## src/rtl/tt_um_hoene_led_pkg.sv

```systemverilog
// Shared defaults and state type for the LED brightness fader.
// Optional gamma stage selected by TT_UM_HOENE_FADER_GAMMA_EN.
package tt_um_hoene_led_pkg;

   localparam int unsigned FADER_WIDTH = 10;
   localparam int unsigned FADER_DIV   = 64;

   typedef enum logic {
      IDLE = 1'b0,
      FADE = 1'b1
   } fader_state_e;

endpackage

```

## src/rtl/tt_um_hoene_fader_channel.sv

```systemverilog
// One colour channel: target and output registers plus the +/-1 step.
// Optional gamma stage selected by TT_UM_HOENE_FADER_GAMMA_EN.
module tt_um_hoene_fader_channel
   import tt_um_hoene_led_pkg::*;
#(
   parameter int unsigned WIDTH = FADER_WIDTH
) (
   input  logic             clk,
   input  logic             rst_n,
   input  logic             store_i,
   input  logic             step_i,
   input  logic [WIDTH-1:0] tgt_i,
   output logic [WIDTH-1:0] out_o,
   output logic             differs_o,
   output logic             at_target_o
);

   localparam logic [WIDTH-1:0] ONE = WIDTH'(1);

   logic [WIDTH-1:0] tgt_q;
   logic [WIDTH-1:0] out_q;
   logic [WIDTH-1:0] out_d;

   always_comb begin
      out_d = out_q;
      if (step_i) begin
         if (out_q < tgt_q)
            out_d = out_q + ONE;
         else if (out_q > tgt_q)
            out_d = out_q - ONE;
      end
   end

   always_ff @(posedge clk or negedge rst_n) begin
      if (!rst_n) begin
         tgt_q <= '0;
         out_q <= '0;
      end else begin
         if (store_i)
            tgt_q <= tgt_i;
         out_q <= out_d;
      end
   end

   // at_target looks at the post-step value so busy drops on the final step
   assign at_target_o = (out_d == tgt_q);
   assign differs_o   = (tgt_i != out_q);
   assign out_o       = out_q;

endmodule

```

## src/rtl/tt_um_hoene_led_fader.sv

```systemverilog
// Three-channel LED fader: prescaler, IDLE/FADE state and optional gamma.
// Optional gamma stage selected by TT_UM_HOENE_FADER_GAMMA_EN.
module tt_um_hoene_led_fader
   import tt_um_hoene_led_pkg::*;
#(
   parameter int unsigned WIDTH = FADER_WIDTH,
   parameter int unsigned DIV   = FADER_DIV
) (
   input  logic             clk,
   input  logic             rst_n,
   input  logic [WIDTH-1:0] in_red,
   input  logic [WIDTH-1:0] in_green,
   input  logic [WIDTH-1:0] in_blue,
   input  logic             in_store,
   output logic [WIDTH-1:0] out_red,
   output logic [WIDTH-1:0] out_green,
   output logic [WIDTH-1:0] out_blue,
   output logic             out_busy
);

   localparam logic [15:0] LAST = 16'(DIV - 1);

   fader_state_e     state_q;
   logic [15:0]      presc_q;
   logic             busy_q;
   logic             step;
   logic             any_diff;
   logic             all_at;
   logic [2:0]       diff;
   logic [2:0]       at;
   logic [WIDTH-1:0] lin_r, lin_g, lin_b;

   assign step     = (state_q == FADE) && (presc_q == LAST) && !in_store;
   assign any_diff = |diff;
   assign all_at   = &at;

   tt_um_hoene_fader_channel #(.WIDTH(WIDTH)) u_red (
      .clk(clk), .rst_n(rst_n),
      .store_i(in_store), .step_i(step),
      .tgt_i(in_red), .out_o(lin_r),
      .differs_o(diff[0]), .at_target_o(at[0])
   );

   tt_um_hoene_fader_channel #(.WIDTH(WIDTH)) u_green (
      .clk(clk), .rst_n(rst_n),
      .store_i(in_store), .step_i(step),
      .tgt_i(in_green), .out_o(lin_g),
      .differs_o(diff[1]), .at_target_o(at[1])
   );

   tt_um_hoene_fader_channel #(.WIDTH(WIDTH)) u_blue (
      .clk(clk), .rst_n(rst_n),
      .store_i(in_store), .step_i(step),
      .tgt_i(in_blue), .out_o(lin_b),
      .differs_o(diff[2]), .at_target_o(at[2])
   );

   always_ff @(posedge clk or negedge rst_n) begin
      if (!rst_n) begin
         state_q <= IDLE;
         presc_q <= '0;
         busy_q  <= 1'b0;
      end else if (in_store) begin
         presc_q <= '0;
         state_q <= any_diff ? FADE : IDLE;
         busy_q  <= any_diff;
      end else if (state_q == FADE) begin
         if (presc_q == LAST) begin
            presc_q <= '0;
            if (all_at) begin
               state_q <= IDLE;
               busy_q  <= 1'b0;
            end
         end else begin
            presc_q <= presc_q + 16'd1;
         end
      end
   end

   assign out_busy = busy_q;

`ifdef TT_UM_HOENE_FADER_GAMMA_EN
   localparam int unsigned W2 = 2 * WIDTH;

   logic [W2-1:0]    sq_r, sq_g, sq_b;
   logic [WIDTH-1:0] gam_r_q, gam_g_q, gam_b_q;

   assign sq_r = W2'(lin_r) * W2'(lin_r);
   assign sq_g = W2'(lin_g) * W2'(lin_g);
   assign sq_b = W2'(lin_b) * W2'(lin_b);

   always_ff @(posedge clk or negedge rst_n) begin
      if (!rst_n) begin
         gam_r_q <= '0;
         gam_g_q <= '0;
         gam_b_q <= '0;
      end else begin
         gam_r_q <= sq_r[W2-1:WIDTH];
         gam_g_q <= sq_g[W2-1:WIDTH];
         gam_b_q <= sq_b[W2-1:WIDTH];
      end
   end

   assign out_red   = gam_r_q;
   assign out_green = gam_g_q;
   assign out_blue  = gam_b_q;
`else
   assign out_red   = lin_r;
   assign out_green = lin_g;
   assign out_blue  = lin_b;
`endif

endmodule

```

## config.mk

```make
export PLATFORM = sky130hd
export DESIGN_NAME = tt_um_hoene_led_fader
export DESIGN_NICKNAME = d
export VERILOG_FILES = /design/src/rtl/tt_um_hoene_led_pkg.sv /design/src/rtl/tt_um_hoene_fader_channel.sv /design/src/rtl/tt_um_hoene_led_fader.sv
export SDC_FILE = /design/constraint.sdc
export NUM_CORES = 1
export LEC_CHECK = 0
export CORE_UTILIZATION = 50
export CTS_CLUSTER_SIZE = 16
export DETAILED_ROUTE_END_ITERATION = 12
export GPL_TIMING_DRIVEN = 0
export PLACE_DENSITY_LB_ADDON = 0.1
export SYNTH_ARGS = -nofsm -noshare
export SYNTH_HDL_FRONTEND = slang
export SYNTH_HIERARCHICAL = 1
export SYNTH_SLANG_ARGS = --single-unit
```

## constraint.sdc

```tcl
create_clock -name clk -period 3.9 [get_ports clk]
set_input_delay 0.39 -clock clk [delete_from_list [all_inputs] [get_ports clk]]
set_output_delay 0.39 -clock clk [all_outputs]
set_load 0.1 [all_outputs]
```

==> impl_metrics.env, run 1 <==
export IMPL_timing_final_ws_setup_ns=0.176
export IMPL_grt_ovfl_total=0
export IMPL_cts_buffer_depth=2
export IMPL_vias=6952
export IMPL_crit_path_start="u_green/tgt_q[3]"
export IMPL_path_buf_inv=3
export IMPL_period_share_pct=95.5
export IMPL_synth_top_family_by_area="simple AND/OR/NAND/NOR gates"
export IMPL_ys_seq_elements=78
export IMPL_critical_path_max_stage_delay_ns=0.48
export IMPL_min_path_type="in -> async"
export IMPL_synth_ff_type="dfrtp_1"
export IMPL_layout_nets=1003
export IMPL_path_class="reg -> reg"
export IMPL_grt_pass1_vias=6623
export IMPL_avgSynthCellArea_um2=8.42
export IMPL_routedWlPerCell_um=19.6
export IMPL_grt_use_met3_pct=3.90
export IMPL_cp_arrival_ns=3.94
export IMPL_yosys_area_share_simple_pct=23.0
export IMPL_rsz0062_at_grt="false"
export IMPL_cts_tree="done"
export IMPL_insertion_delay_ns=0.35
export IMPL_final_util_pct=61.3
export IMPL_synth_mux_area_share_pct=2.63
export IMPL_gr_usage_all_layers_pct=31.0
export IMPL_ys_warnings_count=6
export IMPL_numCtsBuffers=9
export IMPL_drv_slew=0
export IMPL_holdWs_ns=0.464
export IMPL_synth_area_leaders="dfrtp_1 (27%), xnor2_1 (7.7%), ha_1 (6.5%)"
export IMPL_die_h_um=121
export IMPL_synthCells=848
export IMPL_critPathRequiredTime_ns=4.11
export IMPL_core_mm2=0.0139
export IMPL_drt_vias_per_instance=6.22
export IMPL_synth_edff_count=0
export IMPL_grt_busiest_layer="met2"
export IMPL_grt_pass1_wl_um=35300
export IMPL_reg2reg_from="u_green/tgt_q[3]"
export IMPL_n_fill_cell=1241
export IMPL_htreeDepth=3
export IMPL_fmax_mhz=269
export IMPL_status="completed"
export IMPL_drc_errors=0
export IMPL_synthArstFlopShare_pct=100
export IMPL_layout_drive_gt1_share_pct=10.9
export IMPL_maxCapViolations=0
export IMPL_antenna_found_initial=0
export IMPL_p_per_area_mw_per_mm2=253
export IMPL_seq_area_frac_synth_pct=27.3
export IMPL_setup_viol=0
export IMPL_worstPathCellList="inv_1 -> ha_1 -> nand4_2 -> a221oi_1 -> a211oi_2 -> clkbuf_1 -> nor2_1 -> a221oi_1 -> nand4_1 -> a211oi_2 -> buf_4 -> nand3_1 -> nor2_1 -> o21ai_0"
export IMPL_relSlewSlack_pct=34.5
export IMPL_synthAdderAreaFrac_pct=6.48
export IMPL_io_buffers=63
export IMPL_gr_usage_met1_pct=42.1
export IMPL_clkTransAtPathRegs_ns=0.07
export IMPL_power_w=0.00215
export IMPL_clockRootBuffer="clkbuf_16"
export IMPL_hold_viol=0
export IMPL_drt_initial_drc_count=721
export IMPL_peakVddDrop_uv=212
export IMPL_yosys_area_top_type_share_pct=27.3
export IMPL_synth_cell_area_mm2=0.00714
export IMPL_synthToLayoutAreaGrowth_pct=19.2
export IMPL_met2_usage_pct=50.2
export IMPL_ant_nets=0
export IMPL_cp_max_fo=10
export IMPL_synth_top_cell_by_area="dfrtp_1"
export IMPL_syn_num_nets=918
export IMPL_worstSetupStartpointType="register"
export IMPL_dp_slack_ns=-1.04
export IMPL_grt_max_degree=61
export IMPL_worstSetupEndpointType="register"
export IMPL_synth_compound_area_share_pct=19.5
export IMPL_cts_sinks=78
export IMPL_leakagePower_nw=3.42
export IMPL_cp_slowest_cell="dfrtp_1"
export IMPL_ios=64
export IMPL_rows=43
export IMPL_die_x_um=121
export IMPL_wirelength_um=21900
export IMPL_synth_cell_types=81
export IMPL_start_util_pct=51.4
export IMPL_dpl_hpwl_um=16600
export IMPL_synth_xor_area_share_pct=14.3
export IMPL_crit_family="compound AO/OA/AOI/OAI gates"
export IMPL_n_antenna_cell=0
export IMPL_first_pass_iters=5
export IMPL_finalClockSkew_ns=0.00807
export IMPL_place_gp_congestion=0.986
export IMPL_design_die_area_mm2=0.0148
export IMPL_min_period_ns=3.72
export IMPL_worstMarginPinSlew_ns=0.979
stage by stage:
stage | setup TNS, ns | area (um2) | instances
final | 0 | 8510 | 1118
after floorplan | 0 | 7140 | 848
after global placement | -32.17 | 8000 | 1091
after CTS | 0 | 8420 | 1116
after global routing | 0 | 8510 | 1118
after detailed placement | -1.99 | 8020 | 1092
final cells by class:
class                           instances  area (um2)  share of cell area [%]
Multi-Input combinational cell        656        4780                    56.2
Sequential cell                        78        1950                    22.9
Timing Repair Buffer                   76         761                    8.94
Buffer                                 58         284                    3.34
Clock buffer                           11         243                    2.85
Tap cell                              180         225                    2.65
Inverter                               54         203                    2.38
Clock inverter                          5        65.1                   0.764
cells by family after synthesis:
group | count (synthesis)
AOI/OAI and AO/OA | 195
xor gates and xnor gates | 116
adders and majority gates | 37
buffers and inverters | 114
DFF | 78
muxes | 18
and+or+nand+nor | 290
layout by cell type (no fill, tap or decap), types with 5 or more instances in the layout:
master	instances
dfrtp_1	78
nand2_1	66
xnor2_1	63
clkdlybuf4s50_1	62
o21ai_0	55
inv_1	54
xor2_1	52
nor2_1	51
ha_1	36
clkbuf_1	35
nand3_1	27
nand4_1	24
a21oi_1	24
nor3_1	21
nor4_1	16
o211ai_1	14
mux2i_1	14
and3_1	12
buf_4	11
clkbuf_2	9
nand2b_1	9
o31ai_1	9
clkbuf_16	9
a31oi_1	9
or3_1	7
a211oi_1	7
a221oi_1	7
buf_2	6
o41ai_1	6
o2111ai_1	6
a22oi_1	6
and2_1	6
a21o_1	5
a211o_1	5
o311ai_0	5
cells in the mapped netlist, types with 7 or more instances:
cell type,number
nand4_1,24
ha_1,37
inv_1,54
clkbuf_1,45
nand2b_1,9
xnor2_1,63
or3_1,7
a31oi_1,9
dfrtp_1,78
xor2_1,52
o31ai_1,9
o21ai_0,56
o211ai_1,14
nand3_1,27
mux2i_1,14
and3_1,12
a211oi_1,9
nand2_1,66
nor2_1,52
a21oi_1,24
nor3_1,21
a221oi_1,8
nor4_1,19
registers in the layout, indices dropped and copies added, names as in the netlist:
| register | count |
|---|---|
| state_q | 1 |
| presc_q | 16 |
| u_green/out_o | 10 |
| u_red/tgt_q | 10 |
| out_busy | 1 |
| u_green/tgt_q | 10 |
| u_blue/tgt_q | 10 |
| u_red/out_o | 10 |
| u_blue/out_o | 10 |
layer usage:
metal	share of wire, %	vias to the layer above	routed length (um)
met3	7.0	41	1530
li1	-	3263	-
met4	2.5	0	541
met1	43	3330	9470
met5	0	-	0
met2	47	318	10400
power breakdown:
group | total [W] | leakage (nW) | switching [W] | internal [W]
logic | 0.000382 | 2.27 | 0.000229 | 0.000153
registers | 0.000880 | 1.00 | 0.0000394 | 0.000841
clock network | 0.000889 | 0.151 | 0.000368 | 0.000521
worst paths after layout:
check	to	slack, ns	depth (start not counted)
hold / removal	presc_q[11]	0.46	2
setup / recovery	state_q	0.18	14
min in group clk	presc_q[5]	0.57	2
max in group asynchronous	u_blue/out_o[3]	2.85	3
setup reg to reg	state_q	0.18	14
hold reg to reg	presc_q[5]	0.57	2
timing repair:
item	4_1_cts	5_1_grt
gates resized for setup	6	29
endpoints found under the setup margin	2	2
endpoints found under the hold margin	18	0
pin swaps	4	6
setup buffers	7	4
hold buffers	1	0
(Power assumes the default switching activity.)
==> run 2, diff against run 1 <==
--- a/config.mk
+++ b/config.mk
@@ -5,6 +5,7 @@
 export SDC_FILE = /design/constraint.sdc
 export NUM_CORES = 1
 export LEC_CHECK = 0
+export CORE_MARGIN = 1
 export CORE_UTILIZATION = 50
 export CTS_CLUSTER_SIZE = 16
 export DETAILED_ROUTE_END_ITERATION = 12
==> results of run 2 <==
No change in the layout: final DEF, timing and power equal those of run 1.
==> run 3, diff against run 2 <==
--- a/config.mk
+++ b/config.mk
@@ -9,9 +9,8 @@
 export CORE_UTILIZATION = 50
 export CTS_CLUSTER_SIZE = 16
 export DETAILED_ROUTE_END_ITERATION = 12
-export GPL_TIMING_DRIVEN = 0
+export GPL_TIMING_DRIVEN = 1
 export PLACE_DENSITY_LB_ADDON = 0.1
 export SYNTH_ARGS = -nofsm -noshare
 export SYNTH_HDL_FRONTEND = slang
-export SYNTH_HIERARCHICAL = 1
 export SYNTH_SLANG_ARGS = --single-unit
==> impl_metrics.env, run 3 <==
export IMPL_finalClockSkew_ns=0.00555
export IMPL_synth_top_cell_by_area="dfrtp_1"
export IMPL_largest_reg_flops=16
export IMPL_grt_pass1_wl_um=32300
export IMPL_layout_nets=889
export IMPL_design_die_area_mm2=0.0134
export IMPL_drv_slew=0
export IMPL_swShare_pct=29.4
export IMPL_grt_max_degree=79
export IMPL_grt_pass1_vias=5981
export IMPL_internal_power_w=0.00141
export IMPL_numCtsBuffers=9
export IMPL_worstMarginPinSlew_ns=0.999
export IMPL_wirelength_um=20300
export IMPL_cp_slowest_cell="o41ai_1"
export IMPL_synth_area_leaders="dfrtp_1 (30%), xnor2_1 (7.2%), ha_1 (7.1%)"
export IMPL_n_antenna_cell=0
export IMPL_p_seq_share_pct=43.8
export IMPL_cp_arrival_ns=3.93
export IMPL_holdWs_ns=0.208
export IMPL_cp_max_fo=17
export IMPL_min_path_type="in -> async"
export IMPL_drt_vias_per_instance=6.09
export IMPL_rsz0062_at_grt="false"
export IMPL_hold_viol=0
export IMPL_status="completed"
export IMPL_dpl_hpwl_um=15300
export IMPL_fmax_mhz=269
export IMPL_ys_warnings_count=0
export IMPL_vias=6069
export IMPL_clkTransAtPathRegs_ns=0.07
export IMPL_layout_common_cells="nand2_1 (77), dfrtp_1 (77), clkdlybuf4s50_1 (61)"
export IMPL_synth_cell_area_mm2=0.00648
export IMPL_period_share_pct=95.3
export IMPL_cts_tree="done"
export IMPL_fin_tns_setup_ns=0
export IMPL_path_buf_inv=1
export IMPL_first_pass_iters=6
export IMPL_io_buffers=63
export IMPL_top_register="presc_q"
export IMPL_synth_edff_count=0
export IMPL_seq_area_frac_synth_pct=30.1
export IMPL_power_w=0.00199
export IMPL_pwr_share_comb_pct=14.7
export IMPL_path_class="reg -> reg"
export IMPL_die_x_um=116
export IMPL_synthToLayoutAreaGrowth_pct=19.7
export IMPL_worstSetupStartpointType="register"
export IMPL_n_fill_cell=1161
export IMPL_power_switching_w=0.000586
export IMPL_place_gp_congestion=0.964
export IMPL_htreeDepth=3
export IMPL_relSlewSlack_pct=33.4
export IMPL_synth_common_cells="dfrtp_1 (78), nand2_1 (77), xnor2_1 (53), inv_1 (46), nor2_1 (39)"
export IMPL_critical_path_max_stage_delay_ns=0.63
export IMPL_worstPathCellList="ha_1 -> a211o_1 -> a21oi_1 -> o211a_2 -> inv_1 -> o41ai_1 -> a2bb2oi_1 -> nand4_1 -> nor4_2 -> a41oi_1"
export IMPL_die_h_um=116
export IMPL_synthArstFlopShare_pct=100
export IMPL_synth_ff_type="dfrtp_1"
export IMPL_avgSynthCellArea_um2=8.61
export IMPL_antenna_found_initial=0
export IMPL_layout_drive_gt1_share_pct=11.4
export IMPL_setup_viol=0
export IMPL_ys_seq_elements=78
export IMPL_cts_buffer_depth=2
export IMPL_p_per_area_mw_per_mm2=257
export IMPL_critPathRequiredTime_ns=4.11
export IMPL_rows=41
export IMPL_peakVddDrop_uv=175
export IMPL_worstSetupEndpointType="register"
export IMPL_ctsResizeCount=0
export IMPL_grt_ovfl_total=0
export IMPL_maxCapViolations=0
export IMPL_crit_family="compound AO/OA/AOI/OAI gates"
export IMPL_routedWlPerCell_um=20.4
export IMPL_gr_usage_all_layers_pct=32.0
export IMPL_post_cts_buffers=0
export IMPL_post_synth_top_count_cell="dfrtp_1"
export IMPL_drt_initial_drc_count=469
export IMPL_leakagePower_nw=3.38
export IMPL_final_util_pct=61.5
export IMPL_power_frac_clock_pct=41.6
export IMPL_core_mm2=0.0126
export IMPL_ios=64
export IMPL_cts_hold_fix_buffers=0
export IMPL_min_period_ns=3.72
export IMPL_ant_nets=0
export IMPL_drc_errors=0
export IMPL_insertion_delay_ns=0.36
export IMPL_yosys_area_top_type_share_pct=30.1
export IMPL_clockRootBuffer="clkbuf_16"
export IMPL_synthCells=752
export IMPL_start_util_pct=51.3
export IMPL_synth_cell_types=71
export IMPL_cts_sinks=78
export IMPL_syn_num_nets=822
run 3: changes by cell type in the layout (fill, tap and decap cells not counted), moves of 11 or more:
cell	delta
o21ai_0	-17
o211ai_1	-11
nand2_1	+11
nor2_1	-12
buf_4	+32
clkbuf_1	-35
xor2_1	-21
nor4_1	+12
run 3: area by class of cell:
type,instances,area (um2),share of cell area (%)
flip-flops and latches,78,1950,25.2
inverters,46,173,2.23
well taps,172,215,2.78
clock buffers,9,225,2.90
clock inverters,7,55.1,0.710
multi-input cells,577,4160,53.6
repair buffers,107,978,12.6
run 3: cells by family after synthesis:
| group | share of synthesized area (%) |
|---|---|
| muxes | 3.79 |
| AOI/OAI and AO/OA | 12.8 |
| buffers and inverters | 6.12 |
| xor gates and xnor gates | 14.6 |
| adders and majority gates | 7.15 |
| DFF | 30.1 |
| and+or+nand+nor | 25.4 |
run 3: worst paths after layout:
check / startpoint / end / slack [ns] / cells past startpoint
worst max-delay path: u_blue.out_o[7] / out_busy / 0.18 / 10
worst min-delay path: rst_n / u_green.tgt_q[3] / 0.21 / 1
worst max register to register: u_blue.out_o[7] / out_busy / 0.18 / 10
worst min register to register: u_green.tgt_q[3] / u_green.tgt_q[3] / 0.56 / 2
max in group asynchronous: rst_n / u_red.out_o[0] / 2.99 / 1
min in group clk: u_green.tgt_q[3] / u_green.tgt_q[3] / 0.56 / 2
run 3: power groups by stage:
stage               logic, W  clock network (W)  registers (W)
floorplan           0.000164                  0       0.000881
global placement    0.000285                  0       0.000885
detailed placement  0.000291                  0       0.000886
CTS                 0.000292           0.000836       0.000871
global route        0.000323           0.000872       0.000875
finish              0.000293           0.000828       0.000872
run 3: layer usage:
metal | GRT usage, % | share of wire [%] | routed length [um]
met1 | 42.5 | 44 | 9020
met2 | 51.1 | 46 | 9360
met3 | 6.07 | 6.0 | 1220
met4 | 13.7 | 3.5 | 701
met5 | 0 | 0 | 0
run 3: metrics by stage:
stage | cells | setup slack [ns] | cell area [um2]
after floorplan | 752 | 0.0568 | 6480
after global placement | 980 | 0.273 | 7460
after detailed placement | 980 | 0.128 | 7460
after CTS | 996 | 0.102 | 7740
after global routing | 996 | 0.0156 | 7750
final | 996 | 0.183 | 7750
